[src/rtl/stack_cmd_master.sv]
// stack_cmd_master
// Command-side master for an 8-bit, 15-entry LIFO stack block.
// Accepts push/pop commands over valid/ready and drives the stack's push/pop
// strobes. After a pop it waits out the stack's read latency, then returns
// exactly one response per command. Occupancy is tracked locally, so overflow
// and underflow are rejected here and never reach the stack.
//
// Ports:
//   clk, reset       clock; synchronous active-high reset (shared with stack)
//   cmd_valid/ready  command handshake; accept when both high at a clk edge
//   cmd_op           0 = push, 1 = pop
//   cmd_data         push data
//   rsp_valid        one-cycle response pulse (no backpressure)
//   rsp_data         popped data; 0 for push and error responses
//   rsp_err          command rejected (overflow / underflow)
//   level            current occupancy
//   stk_push/stk_pop one-cycle strobes to the stack
//   stk_data_in      data to the stack
//   stk_data_out     data from the stack, valid POP_LATENCY cycles after stk_pop
module stack_cmd_master #(
    parameter int DATA_W      = 8,
    parameter int DEPTH       = 15,
    parameter int CNT_W       = 4,
    parameter int POP_LATENCY = 2
) (
    input  logic              clk,
    input  logic              reset,
    input  logic              cmd_valid,
    output logic              cmd_ready,
    input  logic              cmd_op,
    input  logic [DATA_W-1:0] cmd_data,
    output logic              rsp_valid,
    output logic [DATA_W-1:0] rsp_data,
    output logic              rsp_err,
    output logic [CNT_W-1:0]  level,
    output logic              stk_push,
    output logic              stk_pop,
    output logic [DATA_W-1:0] stk_data_in,
    input  logic [DATA_W-1:0] stk_data_out
);

    localparam int WAIT_W = (POP_LATENCY > 1) ? $clog2(POP_LATENCY) : 1;
    localparam logic [CNT_W-1:0]  LEVEL_FULL = CNT_W'(DEPTH);
    localparam logic [CNT_W-1:0]  LEVEL_ONE  = CNT_W'(1);
    localparam logic [WAIT_W-1:0] WAIT_LAST  = WAIT_W'(POP_LATENCY - 1);
    localparam logic [WAIT_W-1:0] WAIT_ONE   = WAIT_W'(1);

    typedef enum logic [2:0] {
        IDLE,
        PUSH,
        POP,
        WAIT,
        ERR,
        RESP
    } state_t;

    state_t state;
    state_t state_next;

    logic [DATA_W-1:0] push_data;
    logic [DATA_W-1:0] pop_data;
    logic [WAIT_W-1:0] wait_cnt;
    logic              wait_done;
    logic              accept;

    assign wait_done = (wait_cnt == WAIT_LAST);
    // Ready is only ever high in IDLE and is gated by reset below, so this is
    // the real handshake condition.
    assign accept    = cmd_valid && cmd_ready;

    always_ff @(posedge clk) begin
        if (reset) begin
            state <= IDLE;
        end else begin
            state <= state_next;
        end
    end

    // All outputs are decoded from the state register. Reset forces them low
    // combinationally as well, so no strobe can reach the stack during the
    // last reset cycle even if the state register still holds PUSH or POP.
    always_comb begin
        state_next  = state;
        cmd_ready   = 1'b0;
        stk_push    = 1'b0;
        stk_pop     = 1'b0;
        stk_data_in = '0;
        rsp_valid   = 1'b0;
        rsp_err     = 1'b0;
        rsp_data    = '0;

        case (state)
            IDLE: begin
                cmd_ready = 1'b1;
                if (cmd_valid) begin
                    if (!cmd_op && (level == LEVEL_FULL)) begin
                        state_next = ERR;
                    end else if (cmd_op && (level == '0)) begin
                        state_next = ERR;
                    end else if (!cmd_op) begin
                        state_next = PUSH;
                    end else begin
                        state_next = POP;
                    end
                end
            end
            PUSH: begin
                stk_push    = 1'b1;
                stk_data_in = push_data;
                state_next  = RESP;
            end
            POP: begin
                stk_pop    = 1'b1;
                state_next = WAIT;
            end
            WAIT: begin
                if (wait_done) begin
                    state_next = RESP;
                end
            end
            ERR: begin
                rsp_valid  = 1'b1;
                rsp_err    = 1'b1;
                state_next = IDLE;
            end
            RESP: begin
                rsp_valid  = 1'b1;
                rsp_data   = pop_data;
                state_next = IDLE;
            end
            default: begin
                state_next = IDLE;
            end
        endcase

        if (reset) begin
            cmd_ready   = 1'b0;
            stk_push    = 1'b0;
            stk_pop     = 1'b0;
            stk_data_in = '0;
            rsp_valid   = 1'b0;
            rsp_err     = 1'b0;
            rsp_data    = '0;
        end
    end

    // Occupancy moves at the accept edge so the IDLE decision for the next
    // command already sees it. pop_data is cleared on every accept so push
    // responses report zero.
    always_ff @(posedge clk) begin
        if (reset) begin
            level     <= '0;
            push_data <= '0;
            pop_data  <= '0;
            wait_cnt  <= '0;
        end else begin
            if (accept) begin
                push_data <= cmd_data;
                pop_data  <= '0;
                if (!cmd_op && (level != LEVEL_FULL)) begin
                    level <= level + LEVEL_ONE;
                end else if (cmd_op && (level != '0)) begin
                    level <= level - LEVEL_ONE;
                end
            end
            if (state == POP) begin
                wait_cnt <= '0;
            end else if (state == WAIT) begin
                wait_cnt <= wait_cnt + WAIT_ONE;
                if (wait_done) begin
                    pop_data <= stk_data_out;
                end
            end
        end
    end

endmodule
[config.mk]
export PLATFORM = sky130hd
export DESIGN_NAME = stack_cmd_master
export DESIGN_NICKNAME = d
export VERILOG_FILES = /design/src/rtl/stack_cmd_master.sv
export SDC_FILE = /design/constraint.sdc
export NUM_CORES = 1
export LEC_CHECK = 0
export CAP_MARGIN = 10
export CORE_ASPECT_RATIO = 1.25
export CORE_MARGIN = 2
export CORE_UTILIZATION = 47
export DETAILED_ROUTE_END_ITERATION = 8
export PLACE_DENSITY = 0.84
export SLEW_MARGIN = 20
export SYNTH_ARGS = -nofsm -noshare
export SYNTH_HDL_FRONTEND = slang
export SYNTH_SLANG_ARGS = --single-unit
[constraint.sdc]
create_clock -name clk -period 3.51 [get_ports clk]
set_input_delay 1.053 -clock clk [delete_from_list [all_inputs] [get_ports clk]]
set_output_delay 1.053 -clock clk [all_outputs]
set_load 0.02 [all_outputs]
==> impl_metrics.py <==
metrics = {
    "yosys": {
        "synth.distinct_cells": 39,
        "synth-simple-area-share": 0.3385,
        "ys_top_cells_by_area": "dfxtp_1, nand2_1, a22oi_1, nand3b_1, and2_1",
        "synthCells": 135,
        "synth_nets": 158,
        "synth_seq_cells": 24,
        "synth.area.mux_share": 0.02890,
        "ys_warn_count": 0,
        "synth_edf_count": 0,
        "async_flop_share": 0,
        "synth-adder-area-share": 0.03715,
        "synth_compound_area_frac": 0.1507,
        "synth_area_sq_um": 1212,
        "synth_flop_cell": "dfxtp_1",
        "ys_seq_area_frac": 0.3963,
        "yosysTopAreaCell": "dfxtp_1",
        "synth_top_area_frac": 0.3963,
        "yosys.area_share.xor_xnor": 0.007224,
        "avgSynthCellArea_sq_um": 8.981,
        "synth_top_family_by_area": "simple AND/OR/NAND/NOR gates",
    },
    "finish": {
        "layout_commonest_cell": "dfxtp_1",
        "area_growth_pct": 40.97,
        "finalInstanceArea_sq_um": 1709,
        "drive_gt1_frac": 0.09497,
        "num_antenna_cells": 0,
        "most-common-layout-cells": "dfxtp_1, clkdlybuf4s50_1, nand2_1, dlygate4sd2_1",
        "fin_cells": 212,
        "nets": 203,
        "fin_util": 0.6969,
    },
    "power": {
        "max-vdd-ir-drop_v": 0.0003160,
        "pwr_density_cell_nw_per_um2": 390.3,
        "p_sw_mw": 0.2108,
        "netSwitchingFraction": 0.3161,
        "p_int_mw": 0.4562,
        "seqPwrFrac": 0.504,
        "p_comb_frac": 0.281,
        "total_power_mw": 0.6670,
        "pwr-share-clk": 0.214,
        "p_leak_nw": 0.7624,
    },
    "sta": {
        "worst_pin_slew_ns": 0.5691,
        "fin_skew_ns": 0.008095,
        "rsz0062_at_grt": "false",
        "drv_slew": 0,
        "finalCritPeriodShare": 0.9795,
        "setup_viol": 0,
        "finalHoldViolCount": 0,
        "setup_tns_ns": 0,
        "min_period_ns": 3.438,
        "hold_slack_ns": 0.4802,
        "fmax_mhz": 290.9,
        "setup_slack_ns": 0.07189,
        "slew_headroom": 0.6201,
    },
    "hold_path": {
        "hp-class": "reg -> reg",
        "min-delay-start": "push_data[1]",
    },
    "worst_setup_path": {
        "critical-path-slowest-cell": "clkdlybuf4s50_1",
        "rrSetupSlack_ns": 1.57,
        "path_cells": "clkdlybuf4s50_1 > nor3b_2 > buf_4 > and3_1 > dlygate4sd2_1",
        "required_ns": 2.46,
        "cp_top_family": "buffers and inverters",
        "rr_startpoint": "state[0]",
        "start_kind": "input port",
        "worstPathMaxFanout": 10,
        "crit_path_start": "reset",
        "critPathArrivalTime_ns": 2.39,
        "path_buf_inv": 3,
        "path_class": "in -> out",
        "max_stage_delay_ns": 0.47,
        "cp-end-kind": "primary output",
    },
    "cts": {
        "clock_sinks": 24,
        "root_buffer": "clkbuf_4",
        "cts_max_level": 1,
        "clock_latency_ns": 0.31,
        "tritoncts": "yes",
        "cts_max_path_buffers": 2,
        "clkSlewWorstSetupHoldPaths_ns": 0.12,
        "postCtsSetupBuffers": 0,
        "numCtsBuffers": 3,
    },
    "global_routing": {
        "grt_antenna_before_repair": 0,
        "gr-usage-met2": 0.4054,
        "grt-busiest-layer": "met2",
        "grt_pass1_vias": 1110,
        "grt_max_degree": 18,
        "grt_usage": 0.2043,
        "grt_util_met1": 0.2190,
        "grt_overflow_total": 0,
        "grt_pass1_wl_microns": 4761,
        "met3_usage": 0.02956,
    },
    "placed_design": {
        "dp.cells": 208,
        "place_area_sq_um": 1689,
        "preCtsSetupSlack_ns": -0.2171,
        "io_buffers": 44,
        "dp_hpwl_microns": 2207,
        "gp_congestion": 0.7941,
    },
    "die": {
        "start_util": 0.4944,
        "core_sq_um": 2452,
        "num_io_pins": 45,
        "dieArea_sq_um": 3004,
        "die_x_microns": 49.43,
        "die_y_microns": 60.79,
        "rows": 20,
    },
    "routing": {
        "vias": 1158,
        "viasPerCell": 5.462,
        "drt_pass1_iterations": 4,
        "post-route-drc-count": 0,
        "wire_per_inst_microns": 13.97,
        "drt_iter0_markers": 26,
        "routed_wl_microns": 2962,
        "ant_nets": 0,
    },
    "job": {
        "maxCapViolCount": 0,
    },
    "run_status": {
        "status": "finished, final reports clean",
    },
}
==> layout make-up <==
class	instances	area [sq um]
Fill cell	218	743.2
Multi-Input combinational cell	100	681.9
Sequential cell	24	480.5
Timing Repair Buffer	49	461.7
Tap cell	33	41.29
Clock buffer	4	36.28
Inverter	2	7.507
==> registers in the layout, summed over array words and instances, names as in the netlist <==
name and cells:
level 4, pop_data 8, push_data 8, state 3, wait_cnt 1
==> power groups by stage <==
stage	sequential [mW]	clock, mW	combinational (mW)
floorplan	0.326	0	0.129
global placement	0.339	0	0.187
detailed placement	0.341	0	0.194
CTS	0.336	0.147	0.188
global route	0.341	0.154	0.204
finish	0.336	0.143	0.188
==> cell usage after synthesis, types with 2 or more instances <==
library cell / count
nand3_1: 2
nor2_1: 8
a21oi_1: 6
nor3_1: 3
clkbuf_1: 4
dfxtp_1: 24
and3_1: 9
nand3b_1: 8
nand2b_1: 2
a22oi_1: 8
ha_1: 2
mux2i_1: 2
nand2_1: 17
o21ai_0: 3
and2_1: 9
inv_1: 2
buf_2: 4
==> layer usage <==
layer / up-vias / wire length, microns
li1: 573 / -
met1: 553 / 1193
met2: 30 / 1622
met3: 2 / 120
met4: 0 / 25
met5: - / 0
==> cell families after synthesis <==
family	Yosys count
AND/OR/NAND/NOR	68
flip-flops	24
XOR/XNOR	1
multiplexers	3
adder cells (fa/ha/maj)	3
AO/OA/AOI/OAI	25
buffers and inverters	11
==> final timing paths <==
| check | to | cells past startpoint |
|---|---|---|
| setup / recovery | rsp_data[3] | 5 |
| hold / removal | push_data[1] | 2 |
| setup reg to reg | level[2] | 5 |
| hold reg to reg | push_data[1] | 2 |
==> repair_timing <==
| action | CTS | global route |
|---|---|---|
| hold endpoints to repair | 0 | 0 |
| pin swaps | 0 | 0 |
| hold buffers | 0 | 0 |
| endpoints found under the setup margin | 21 | 8 |
| gates resized for setup | 21 | 8 |
==> tightest hold or removal path, delay by kind of cell, from the launching register on <==
kind	cells	cell delay, ns
simple gates	2	0.12
flops	1	0.33
(Power assumes the default switching activity.)
